--- src/rtl/rmii_rx_framer.sv ---
// RMII receive framer: strips preamble/SFD, packs dibits into bytes,
// delimits frames and checks the Ethernet FCS.
// One byte is held back at all times so that the final byte of a frame
// can carry last/error/fcs_ok together with its valid strobe.
module rmii_rx_framer #(
  parameter int MAX_BYTES    = 1522,
  parameter int MAX_PREAMBLE = 32
) (
  input  logic       clk,
  input  logic       rst,
  input  logic       crsdv,
  input  logic [1:0] rxd,
  output logic [7:0] data,
  output logic       valid,
  output logic       last,
  output logic       error,
  output logic       fcs_ok
);

  localparam int          BCW     = $clog2(MAX_BYTES + 2);
  localparam int          PCW     = $clog2(MAX_PREAMBLE + 2);
  localparam logic [31:0] POLY    = 32'hEDB88320;
  localparam logic [31:0] RESIDUE = 32'hDEBB20E3;

  typedef enum logic [1:0] {IDLE, PREAMBLE, DATA, DROP} state_t;

  // Reflected CRC-32, one byte per call, LSB first.
  function automatic logic [31:0] crc32_byte(input logic [31:0] crc, input logic [7:0] b);
    logic [31:0] c;
    c = crc;
    for (int i = 0; i < 8; i++) begin
      if (c[0] ^ b[i]) c = (c >> 1) ^ POLY;
      else             c = c >> 1;
    end
    return c;
  endfunction

  logic           crsdv_q;
  logic [1:0]     rxd_q;
  state_t         state_q;
  logic           seen_pre_q;
  logic [PCW-1:0] pre_cnt_q;
  logic [1:0]     dib_cnt_q;
  logic [7:0]     shift_q;
  logic           held_q;
  logic [7:0]     held_byte_q;
  logic [BCW-1:0] byte_cnt_q;
  logic [31:0]    crc_q;
  logic           low_q;
  logic [7:0]     data_q;
  logic           valid_q;
  logic           last_q;
  logic           error_q;
  logic           fcs_ok_q;

  logic [7:0]  byte_d;
  logic [31:0] crc_d;
  logic        frame_err;
  logic        overlen;

  // Byte being completed by the current dibit, and the CRC after absorbing it.
  assign byte_d    = {rxd_q, shift_q[7:2]};
  assign crc_d     = crc32_byte(crc_q, byte_d);
  assign frame_err = (dib_cnt_q != 2'd0) || (int'(byte_cnt_q) < 4);
  assign overlen   = int'(byte_cnt_q) >= MAX_BYTES;

  // Single register stage on the RMII pins; everything else uses this sample.
  always_ff @(posedge clk) begin
    if (rst) begin
      crsdv_q <= 1'b0;
      rxd_q   <= 2'b00;
    end else begin
      crsdv_q <= crsdv;
      rxd_q   <= rxd;
    end
  end

  // Framing FSM with registered output beat.
  always_ff @(posedge clk) begin
    if (rst) begin
      state_q     <= IDLE;
      seen_pre_q  <= 1'b0;
      pre_cnt_q   <= '0;
      dib_cnt_q   <= 2'd0;
      shift_q     <= 8'h00;
      held_q      <= 1'b0;
      held_byte_q <= 8'h00;
      byte_cnt_q  <= '0;
      crc_q       <= 32'hFFFFFFFF;
      low_q       <= 1'b0;
      data_q      <= 8'h00;
      valid_q     <= 1'b0;
      last_q      <= 1'b0;
      error_q     <= 1'b0;
      fcs_ok_q    <= 1'b0;
    end else begin
      valid_q  <= 1'b0;
      last_q   <= 1'b0;
      error_q  <= 1'b0;
      fcs_ok_q <= 1'b0;
      case (state_q)
        IDLE: begin
          low_q <= 1'b0;
          if (crsdv_q) begin
            state_q    <= PREAMBLE;
            pre_cnt_q  <= '0;
            seen_pre_q <= 1'b0;
          end
        end
        PREAMBLE: begin
          if (!crsdv_q) begin
            if (low_q) state_q <= IDLE;
            low_q <= 1'b1;
          end else begin
            low_q <= 1'b0;
            if (int'(pre_cnt_q) >= MAX_PREAMBLE) begin
              state_q <= DROP;
            end else begin
              pre_cnt_q <= pre_cnt_q + PCW'(1);
              case (rxd_q)
                2'b01: seen_pre_q <= 1'b1;
                2'b11: begin
                  if (seen_pre_q) begin
                    state_q    <= DATA;
                    crc_q      <= 32'hFFFFFFFF;
                    byte_cnt_q <= '0;
                    dib_cnt_q  <= 2'd0;
                    held_q     <= 1'b0;
                  end else begin
                    state_q <= DROP;
                  end
                end
                2'b10:   state_q <= DROP;
                default: ;
              endcase
            end
          end
        end
        DATA: begin
          if (crsdv_q) begin
            low_q     <= 1'b0;
            shift_q   <= byte_d;
            dib_cnt_q <= dib_cnt_q + 2'd1;
            if (dib_cnt_q == 2'd3) begin
              if (overlen) begin
                // Frame too long: close it out with an error and discard the rest.
                if (held_q) begin
                  data_q  <= held_byte_q;
                  valid_q <= 1'b1;
                  last_q  <= 1'b1;
                  error_q <= 1'b1;
                end
                held_q  <= 1'b0;
                state_q <= DROP;
              end else begin
                if (held_q) begin
                  data_q  <= held_byte_q;
                  valid_q <= 1'b1;
                end
                held_byte_q <= byte_d;
                held_q      <= 1'b1;
                crc_q       <= crc_d;
                byte_cnt_q  <= byte_cnt_q + BCW'(1);
              end
            end
          end else if (low_q) begin
            // Second consecutive low: end of frame, flush the held byte.
            if (held_q) begin
              data_q   <= held_byte_q;
              valid_q  <= 1'b1;
              last_q   <= 1'b1;
              error_q  <= frame_err;
              fcs_ok_q <= (crc_q == RESIDUE) && !frame_err;
            end
            held_q  <= 1'b0;
            state_q <= IDLE;
          end else begin
            // A lone low cycle is RMII carrier toggling; nothing is accepted.
            low_q <= 1'b1;
          end
        end
        DROP: begin
          if (!crsdv_q) begin
            if (low_q) state_q <= IDLE;
            low_q <= 1'b1;
          end else begin
            low_q <= 1'b0;
          end
        end
        default: state_q <= IDLE;
      endcase
    end
  end

  assign data   = data_q;
  assign valid  = valid_q;
  assign last   = last_q;
  assign error  = error_q;
  assign fcs_ok = fcs_ok_q;

endmodule

--- config.mk ---
export PLATFORM = sky130hd
export DESIGN_NAME = rmii_rx_framer
export DESIGN_NICKNAME = d
export VERILOG_FILES = /design/src/rtl/rmii_rx_framer.sv
export SDC_FILE = /design/constraint.sdc
export NUM_CORES = 1
export LEC_CHECK = 0
export ABC_AREA = 1
export CORE_AREA = 2 2 121 123
export DETAILED_ROUTE_END_ITERATION = 16
export DIE_AREA = 0 0 123 125
export PLACE_DENSITY_LB_ADDON = 0.08
export SLEW_MARGIN = 20
export SYNTH_ARGS = -nofsm -noshare
export SYNTH_HDL_FRONTEND = slang
export SYNTH_SLANG_ARGS = --single-unit
export TNS_END_PERCENT = 50
--- constraint.sdc ---
create_clock -name clk -period 4.9 [get_ports clk]
set_clock_uncertainty 0.2 [all_clocks]
set_input_delay 0.98 -clock clk [delete_from_list [all_inputs] [get_ports clk]]
set_output_delay 0.98 -clock clk [all_outputs]
set_load 0.05 [all_outputs]
==> results_dict.tcl, run 1 <==
set metrics [dict create \
    totalPowerFinal_mw 1.52 \
    setup_viol 0 \
    path_clk_slew_ns 0.06 \
    maxSlewViolCount 0 \
    min_path_cells 2 \
    clock-sinks 85 \
    seq_area_frac_synth_pct 35.4 \
    globalplace.congestion 0.890 \
    dp.final_hpwl_mm 9.65 \
    ios 17 \
    yosysTopAreaCell "dfxtp_1" \
    antenna_found_initial 0 \
    hold_viol 0 \
    start_util_pct 33.9 \
    max_stage_delay_ns 0.73 \
    drive_gt1_share_pct 7.98 \
    ant_nets 0 \
    hold_start "held_byte_q[3]" \
    drc 0 \
    nNetsFinal 744 \
    vdd_drop_max_mv 0.156 \
    overflow 0 \
    critical_path.top_delay_family "simple AND/OR/NAND/NOR gates" \
    setup_tns_ns 0 \
    cts_hold_buf 0 \
    r2r_setup_slack_ns 2.00 \
    final.fill_count 1533 \
    start_kind "input pin" \
    num_rows 44 \
    grt_use_total_pct 17.8 \
    cp_num_buf_inv 4 \
    grt_pass1_wl_mm 21.5 \
    io_buffers 16 \
    vias 4452 \
    synth.distinct_cells 40 \
    crit_chain "clkdlybuf4s50_1, buf_4, nor2_1, inv_1, nor2_1, nand3_1, nand2_1, inv_1" \
    cts_buffers 9 \
    core_mm2 0.0142 \
    ys_seq_elements 85 \
    critPathKind "in2reg" \
    area_delta_synth_final_pct 12.6 \
    ys_top_cells_by_area "dfxtp_1 (35%), nand2_1 (16%), inv_1 (7.0%), nor2_1 (5.8%), nand3_1 (5.4%)" \
    fmax_ghz 0.341 \
    fin_crit_ns 2.93 \
    cts_tree "done" \
    die_x_um 123 \
    cp.arrival_ns 2.98 \
    diodes 0 \
    fin_crit_sh_pct 59.8 \
    synth_fp_nets 732 \
    post-place-ws_ns 1.63 \
    worstReg2RegStart "state_q[0]" \
    crit_required_ns 4.95 \
    cts_setup_buffers 0 \
    final_util_pct 38.2 \
    powerDensity_mw_per_mm2 280 \
    yosysWarnings 0 \
    slew_headroom_pct 39.4 \
    synth_area_mm2 0.00481 \
    wirelength_mm 13.0 \
    synth_cells 722 \
    worstMarginPinSlew_ns 0.905 \
    grt_pass1_vias 4242 \
    grt_max_degree 32 \
    cap_violations 0 \
    drt_iter0_drc 264 \
    clk_latency_ns 0.35 \
    hold_end "held_byte_q[3]" \
    p_leak_nw 2.26 \
    die_h_um 125 \
    crit_fanout 24 \
    vias_per_cell 4.82 \
    r2r-end "crc_q[18]" \
    syn-mean-instance-area_um2 6.67 \
    htreeDepth 3 \
    dieArea_mm2 0.0154 \
    end_kind "register" \
    clock_path_buffers 2 \
    rsz0062_at_grt "no" \
    hold_class "reg2reg" \
    first_pass_iters 5 \
    cts_resized 0 \
    clockRootBuffer "clkbuf_16" \
    synth_top_area_share_pct 35.4 \
    reg2reg_depth 9 \
    status "finished, final reports clean" \
    wire_per_inst_um 14.1 \
    worst_slack_ns 1.97 \
    critical_path.slowest_cell "nor2_1" \
]
[final cells by class]
cell class / count / area (µm²) / share of cell area (%)
clock buffers: 14 / 284 / 5.24
clock inverters: 2 / 38.8 / 0.716
inverters: 96 / 362 / 6.67
multi-input cells: 524 / 2630 / 48.5
flip-flops and latches: 85 / 1700 / 31.4
well taps: 184 / 230 / 4.25
repair buffers: 18 / 175 / 3.23
[cells by family (layout without fill, tap and decap cells)]
logic type	Yosys count	count (layout)	synth area share [%]
simple gates	379	379	34.6
buf+inv	113	130	10.1
compound gates	106	106	12.5
flops	85	85	35.4
xor+xnor	34	34	6.19
fa+ha+maj	5	5	1.30
[layout by cell type (no fill, tap or decap), drive strengths merged]
master / count
nand2: 213
inv: 95
dfxtp: 85
nor2: 80
a21oi: 60
nand3: 53
o21ai: 36
xor2: 27
nor3: 17
clkdlybuf4s50: 16
clkbuf: 14
nand4: 8
xnor2: 7
ha: 5
nor4: 4
o211ai: 3
o31ai: 2
a211oi: 2
nor3b: 2
buf: 2
clkinv: 2
nand3b: 1
o221ai: 1
or2: 1
a22oi: 1
o22ai: 1
bufinv: 1
[worst min-delay path, delay by kind of cell, from the launching register on]
kind | cells | cell delay, ns
AO/OA/AOI/OAI | 1 | 0.05
flip-flops | 1 | 0.29
buffers and inverters | 1 | 0.06
[through the flow]
step	instance area, µm²	hold slack (ns)	cells
floorplan	4810	0.230	722
global placement	5100	0.243	907
detailed placement	5100	0.242	907
CTS	5420	0.252	923
global route	5420	0.271	923
finish	5420	0.248	923
[metal layers]
metal | share of wire, % | wire length, µm | vias up | global-route usage, %
met5 | 0 | 0 | - | 0
met2 | 46 | 5950 | 63 | 28.1
met4 | 2.0 | 257 | 0 | 6.75
li1 | - | - | 2319 | -
met1 | 50 | 6500 | 2055 | 24.7
met3 | 2.5 | 328 | 15 | 2.33
[state kept, by name, indices dropped and copies added, names as in the netlist, 2 cells and up]
register and flops:
shift_q 6, data 8, held_byte_q 8, rxd_q 2, state_q 2, pre_cnt_q 6
crc_q 32, dib_cnt_q 2, byte_cnt_q 11
[Yosys cell counts]
cell and count:
nand3b_1 1, xnor2_1 7, nor2_4 2, buf_2 4, nand3_4 1, nor2_2 3
o21ai_1 3, clkinv_2 1, dfxtp_1 85, a22oi_2 1, buf_1 1, nand4_1 8
or2_2 1, nor3_2 5, nor4_1 4, buf_12 1, o21ai_0 33, o211ai_1 2
buf_8 1, nor2_1 75, a21oi_2 10, nand2_1 201, nor3_1 12, clkbuf_1 5
o211ai_2 1, inv_2 5, a211oi_1 2, a21oi_1 50, nand2_4 4, o221ai_1 1
buf_4 3, xor2_1 27, nand2_2 8, nor3b_1 2, nand3_1 52, o22ai_1 1
ha_1 5, buf_6 2, inv_1 90, o31ai_1 2
[power by group]
group	total [mW]	internal [mW]	switching, mW
registers	0.703	0.696	0.00728
logic	0.0783	0.0232	0.0552
clock network	0.735	0.452	0.283
[how the worst max path moves through the flow]
stage	startpoint	endpoint	slack, ns	cells past startpoint
after floorplan	rst	held_byte_q[0]	2.84	5
after detailed placement	rst	crc_q[18]	1.63	8
after CTS	rst	crc_q[18]	1.99	8
final	rst	crc_q[18]	1.97	8
after global placement	rst	crc_q[19]	1.69	8
after global routing	state_q[0]	crc_q[18]	1.67	9
(Power assumes the default switching activity.)
==> run 2, diff against run 1 <==
==> constraint.sdc (replaced) <==
create_clock -name clk -period 3 [get_ports clk]
set_clock_uncertainty 0.2 [all_clocks]
set_input_delay 0.6 -clock clk [delete_from_list [all_inputs] [get_ports clk]]
set_output_delay 0.6 -clock clk [all_outputs]
set_load 0.05 [all_outputs]
==> run 2 against run 1 <==
Net effect:
- largest power group is now sequential cells
- die area did not move
- register-to-register slack got worse by 1.4 ns
- combinational power up 71%
- global-route usage grew 0.079 points
- clock power increased by 52%
- critical path depth increased by 1
- sequential share of layout area is essentially flat
- highest routed layer unchanged
- critical endpoint is now crc_q[27]
- first-iteration DRC count is 23% higher
==> results_dict.tcl, run 2 (same netlist as run 1, synthesis figures left out) <==
set metrics [dict create \
    grt_max_degree 23 \
    mostFrequentLayoutCell "nand2_1" \
    setup_tns_ns 0 \
    grt_pass1_vias 4142 \
    final_util_pct 38.2 \
    drive_gt1_share_pct 8.34 \
    clockRootBuffer "clkbuf_16" \
    num_rows 44 \
    cts_resized 0 \
    ios 17 \
    hold_class "reg2reg" \
    grt_use_total_pct 17.9 \
    largest_reg_flops 32 \
    status "finished, final reports clean" \
    grt_pass1_wl_mm 21.3 \
    path_clk_slew_ns 0.06 \
    core_mm2 0.0142 \
    cp.arrival_ns 2.47 \
    wirelength_mm 13.2 \
    vias_per_cell 4.73 \
    htreeDepth 3 \
    reg_top3 "crc_q: 32 flops, byte_cnt_q: 11 flops" \
    cap_violations 0 \
    crit_fanout 19 \
    clock_path_buffers 2 \
    layout_common_cells "nand2_1 (201), inv_1 (90), dfxtp_1 (85), nor2_1 (75), nand3_1 (52)" \
    drt_iter0_drc 325 \
    clock-sinks 85 \
    p_clk_share_pct 46.8 \
    hold_start "held_byte_q[5]" \
    nNetsFinal 748 \
    wire_per_inst_um 14.2 \
    drc 0 \
    cts_hold_buf 0 \
    first_pass_iters 4 \
    fin_crit_sh_pct 81.3 \
    io_buffers 16 \
    vias 4383 \
    combPwrFrac_pct 5.6 \
    cts_setup_buffers 0 \
    top_register "crc_q" \
    end_kind "register" \
    worstMarginPinSlew_ns 0.621 \
    powerDensity_mw_per_mm2 444 \
    ant_nets 0 \
    antenna_found_initial 0 \
    diodes 0 \
    cts_tree "done" \
    crit_required_ns 3.03 \
    switching_share_pct 23.4 \
    dp.final_hpwl_mm 10.1 \
    hold_end "data[5]" \
    seqPwrFrac_pct 47.7 \
    setup_viol 0 \
    rsz0062_at_grt "no" \
    critPathKind "reg2reg" \
    r2r-end "crc_q[27]" \
    die_h_um 125 \
    area_delta_synth_final_pct 12.6 \
    fmax_ghz 0.410 \
    die_x_um 123 \
    overflow 0 \
    p_leak_nw 2.27 \
    cts_buffers 9 \
    globalplace.congestion 0.880 \
    totalPowerFinal_mw 2.40 \
    dieArea_mm2 0.0154 \
    start_util_pct 33.9 \
    vdd_drop_max_mv 0.241 \
    hold_ws_ns 0.253 \
    hold_viol 0 \
    r2r_setup_slack_ns 0.56 \
    reg2reg_depth 9 \
    min_path_cells 2 \
    start_kind "register" \
    slew_headroom_pct 58.2 \
    power_switching_uw 563 \
    fin_crit_ns 2.44 \
    clk_latency_ns 0.34 \
    worstReg2RegStart "crsdv_q" \
    p_int_mw 1.84 \
    maxSlewViolCount 0 \
]
==> run 2: changes by cell type in the layout (fill, tap and decap cells not counted), sizes merged <==
cell / previous run / this run
clkbuf: 14 / 12
clkinv: 2 / 3
clkinvlp: 0 / 1
buf: 2 / 6
==> run 2: layout make-up <==
cell class	instances	area (µm²)
Clock inverter	4	47.5
Clock buffer	12	246
Fill cell	1545	8780
Inverter	96	362
Timing Repair Buffer	22	205
Sequential cell	85	1700
Tap cell	184	230
Multi-Input combinational cell	524	2630
==> run 2: through the flow <==
step	instance area (µm²)	std cells	worst slack, ns
floorplan	4810	722	1.32
global placement	5130	911	0.599
detailed placement	5130	911	0.554
CTS	5420	927	0.533
global route	5420	927	0.364
finish	5420	927	0.560
==> run 2: worst max-delay path by stage <==
stage,startpoint,to,depth (start not counted)
floorplan,rst,held_byte_q[0],5
global placement,rst,byte_cnt_q[6],5
detailed placement,state_q[1],crc_q[27],9
CTS,state_q[0],crc_q[27],9
global route,state_q[1],crc_q[28],9
finish,crsdv_q,crc_q[27],9
==> run 2: metal layers <==
| metal | vias to the layer above | global-route usage [%] | routed length [µm] |
|---|---|---|---|
| met5 | - | 0 | 0 |
| met4 | 0 | 7.02 | 276 |
| met3 | 18 | 3.15 | 431 |
| met2 | 63 | 27.9 | 6000 |
| met1 | 1980 | 24.4 | 6480 |
| li1 | 2322 | - | - |
==> run 2: critical path, stage by stage, from the launching register on <==
cell and delay [ns]:
dfxtp_1 0.52, inv_2 0.14, nor2_4 0.15, inv_2 0.13, nand2_4 0.11, nand3_4 0.27, inv_2 0.31, nand2_1 0.26
a21oi_1 0.19, nor2_1 0.05
==> run 2: power groups by stage <==
| stage | clock network (mW) | registers [mW] | logic [mW] |
|---|---|---|---|
| 5_1_grt | 1.21 | 1.15 | 0.149 |
| 3_3_place_gp | 0 | 1.17 | 0.132 |
| 3_5_place_dp | 0 | 1.17 | 0.133 |
| 6_report | 1.12 | 1.15 | 0.134 |
| 4_1_cts | 1.16 | 1.15 | 0.134 |
| 2_1_floorplan | 0 | 1.17 | 0.0981 |
==> run 3, diff against run 2 <==
==> constraint.sdc (replaced) <==
create_clock -name clk -period 2.2 [get_ports clk]
set_clock_uncertainty 0.2 [all_clocks]
set_input_delay 0.44 -clock clk [delete_from_list [all_inputs] [get_ports clk]]
set_output_delay 0.44 -clock clk [all_outputs]
set_load 0.05 [all_outputs]
==> run 3 against run 2 <==
Net effect:
- critical path depth decreased by 8
- power increased by 37%
- sequential power increased by 36%
- worst setup slack got worse by 0.48 ns
- hold slack about the same
- critical path type is now reg2out
==> results_dict.tcl, run 3 (same netlist as run 1, synthesis figures left out) <==
set metrics [dict create \
    status "finished, final reports clean" \
    ant_nets 0 \
    final_util_pct 39.3 \
    wirelength_mm 13.7 \
    core_mm2 0.0142 \
    grt_pass1_vias 4503 \
    slew_headroom_pct 60.5 \
    diodes 0 \
    fin_crit_ns 2.12 \
    cap_violations 0 \
    first_pass_iters 5 \
    maxSlewViolCount 0 \
    start_util_pct 33.9 \
    post-place-ws_ns 0.101 \
    nNetsFinal 768 \
    drc 0 \
    vdd_drop_max_mv 0.313 \
    crit_required_ns 1.56 \
    dp.final_hpwl_mm 10.4 \
    antenna_found_initial 0 \
    die_x_um 123 \
    hold_ws_ns 0.253 \
    layout_common_cells "nand2_1 (201), inv_1 (90), dfxtp_1 (83), nor2_1 (75), nand3_1 (51)" \
    switching_share_pct 24.2 \
    setup_tns_ns 0 \
    clockRootBuffer "clkbuf_16" \
    critical_path.slowest_cell "clkdlybuf4s50_1" \
    grt_use_total_pct 19.1 \
    fmax_ghz 0.471 \
    setup_viol 0 \
    cts_tree "done" \
    io_buffers 16 \
    worstMarginPinSlew_ns 0.587 \
    hold_class "reg2reg" \
    htreeDepth 3 \
    max_stage_delay_ns 0.80 \
    area_delta_synth_final_pct 15.8 \
    seqPwrFrac_pct 47.6 \
    wire_per_inst_um 14.5 \
    top_register "crc_q" \
    rsz0062_at_grt "no" \
    drt_iter0_drc 304 \
    globalplace.congestion 0.867 \
    vias 4593 \
    start_kind "register" \
    dieArea_mm2 0.0154 \
    critical_path.top_delay_family "buffers and inverters" \
    cts_resized 0 \
    hold_viol 0 \
    path_clk_slew_ns 0.07 \
    vias_per_cell 4.85 \
    grt_pass1_wl_mm 22.8 \
    cp.arrival_ns 1.48 \
    clock-sinks 85 \
    overflow 0 \
    p_clk_share_pct 46.6 \
    grt_max_degree 23 \
    power_switching_uw 796 \
    p_leak_nw 2.37 \
    combPwrFrac_pct 5.8 \
    cts_buffers 9 \
    cp_num_buf_inv 1 \
    powerDensity_mw_per_mm2 590 \
    ios 17 \
    crit_fanout 2 \
    final.fill_count 1517 \
    clock_path_buffers 2 \
    largest_reg_flops 32 \
    fin_crit_sh_pct 96.5 \
    clk_latency_ns 0.35 \
    num_rows 44 \
    p_int_mw 2.49 \
    cts_setup_buffers 0 \
    critPathKind "reg2out" \
    cts_hold_buf 0 \
    die_h_um 125 \
    reg_top3 "crc_q: 32 flops, byte_cnt_q: 11 flops" \
    drive_gt1_share_pct 11.3 \
    end_kind "output port" \
    mostFrequentLayoutCell "nand2_1" \
    worst_slack_ns 0.0773 \
    crit_chain "clkdlybuf4s50_1" \
]
## run 3: changes by cell type in the layout (fill, tap and decap cells not counted)
cell,before,now
buf_4,6,26
clkbuf_1,2,1
clkbuf_8,1,0
clkinv_2,3,4
clkinv_4,0,1
clkinvlp_4,1,0
dfxtp_1,85,83
dfxtp_2,0,2
inv_6,0,1
nand3_1,52,51
nand3_2,0,1
## run 3: path summary, 6_finish.rpt
| path | start | to | slack, ns | depth (start not counted) |
|---|---|---|---|---|
| max | data[4] | data[4] | 0.08 | 1 |
| min | held_byte_q[3] | held_byte_q[3] | 0.25 | 2 |
| max reg2reg | crc_q[1] | crc_q[20] | 0.18 | 10 |
| min reg2reg | held_byte_q[3] | held_byte_q[3] | 0.25 | 2 |
## run 3: layout make-up
class	instances	area (µm²)	share of cell area, %
clock buffer	10	229	4.11
clock inverter	6	62.6	1.12
inverter	96	362	6.49
multi-input combinational	524	2630	47.2
sequential	85	1700	30.6
tap	184	230	4.13
timing repair buffer	42	355	6.37
## run 3: layer usage
layer,vias to the layer above,GRT usage [%],wire [µm]
met5,-,0,0
met4,0,5.41,211
met3,15,3.83,632
met2,98,31.0,6370
met1,2114,25.6,6510
li1,2366,-,-
## run 3: power groups by stage
stage	Combinational, mW	Clock (mW)	Sequential (mW)
6_report	0.192	1.53	1.56
5_1_grt	0.217	1.64	1.57
4_1_cts	0.192	1.57	1.56
3_5_place_dp	0.191	0	1.60
3_3_place_gp	0.190	0	1.60
2_1_floorplan	0.134	0	1.59
## run 3: tightest hold or removal path: cells and delay by family (launching register included)
kind	cells	cell delay, ns
buf+inv	1	0.06
compound gates	1	0.05
flops	1	0.30
## run 3: stage by stage
step | power [mW] | cells | cell area [µm²]
5_1_grt | 3.42 | 947 | 5580
2_1_floorplan | 1.73 | 722 | 4810
3_5_place_dp | 1.79 | 931 | 5280
6_report | 3.29 | 947 | 5580
4_1_cts | 3.32 | 947 | 5570
3_3_place_gp | 1.79 | 931 | 5280
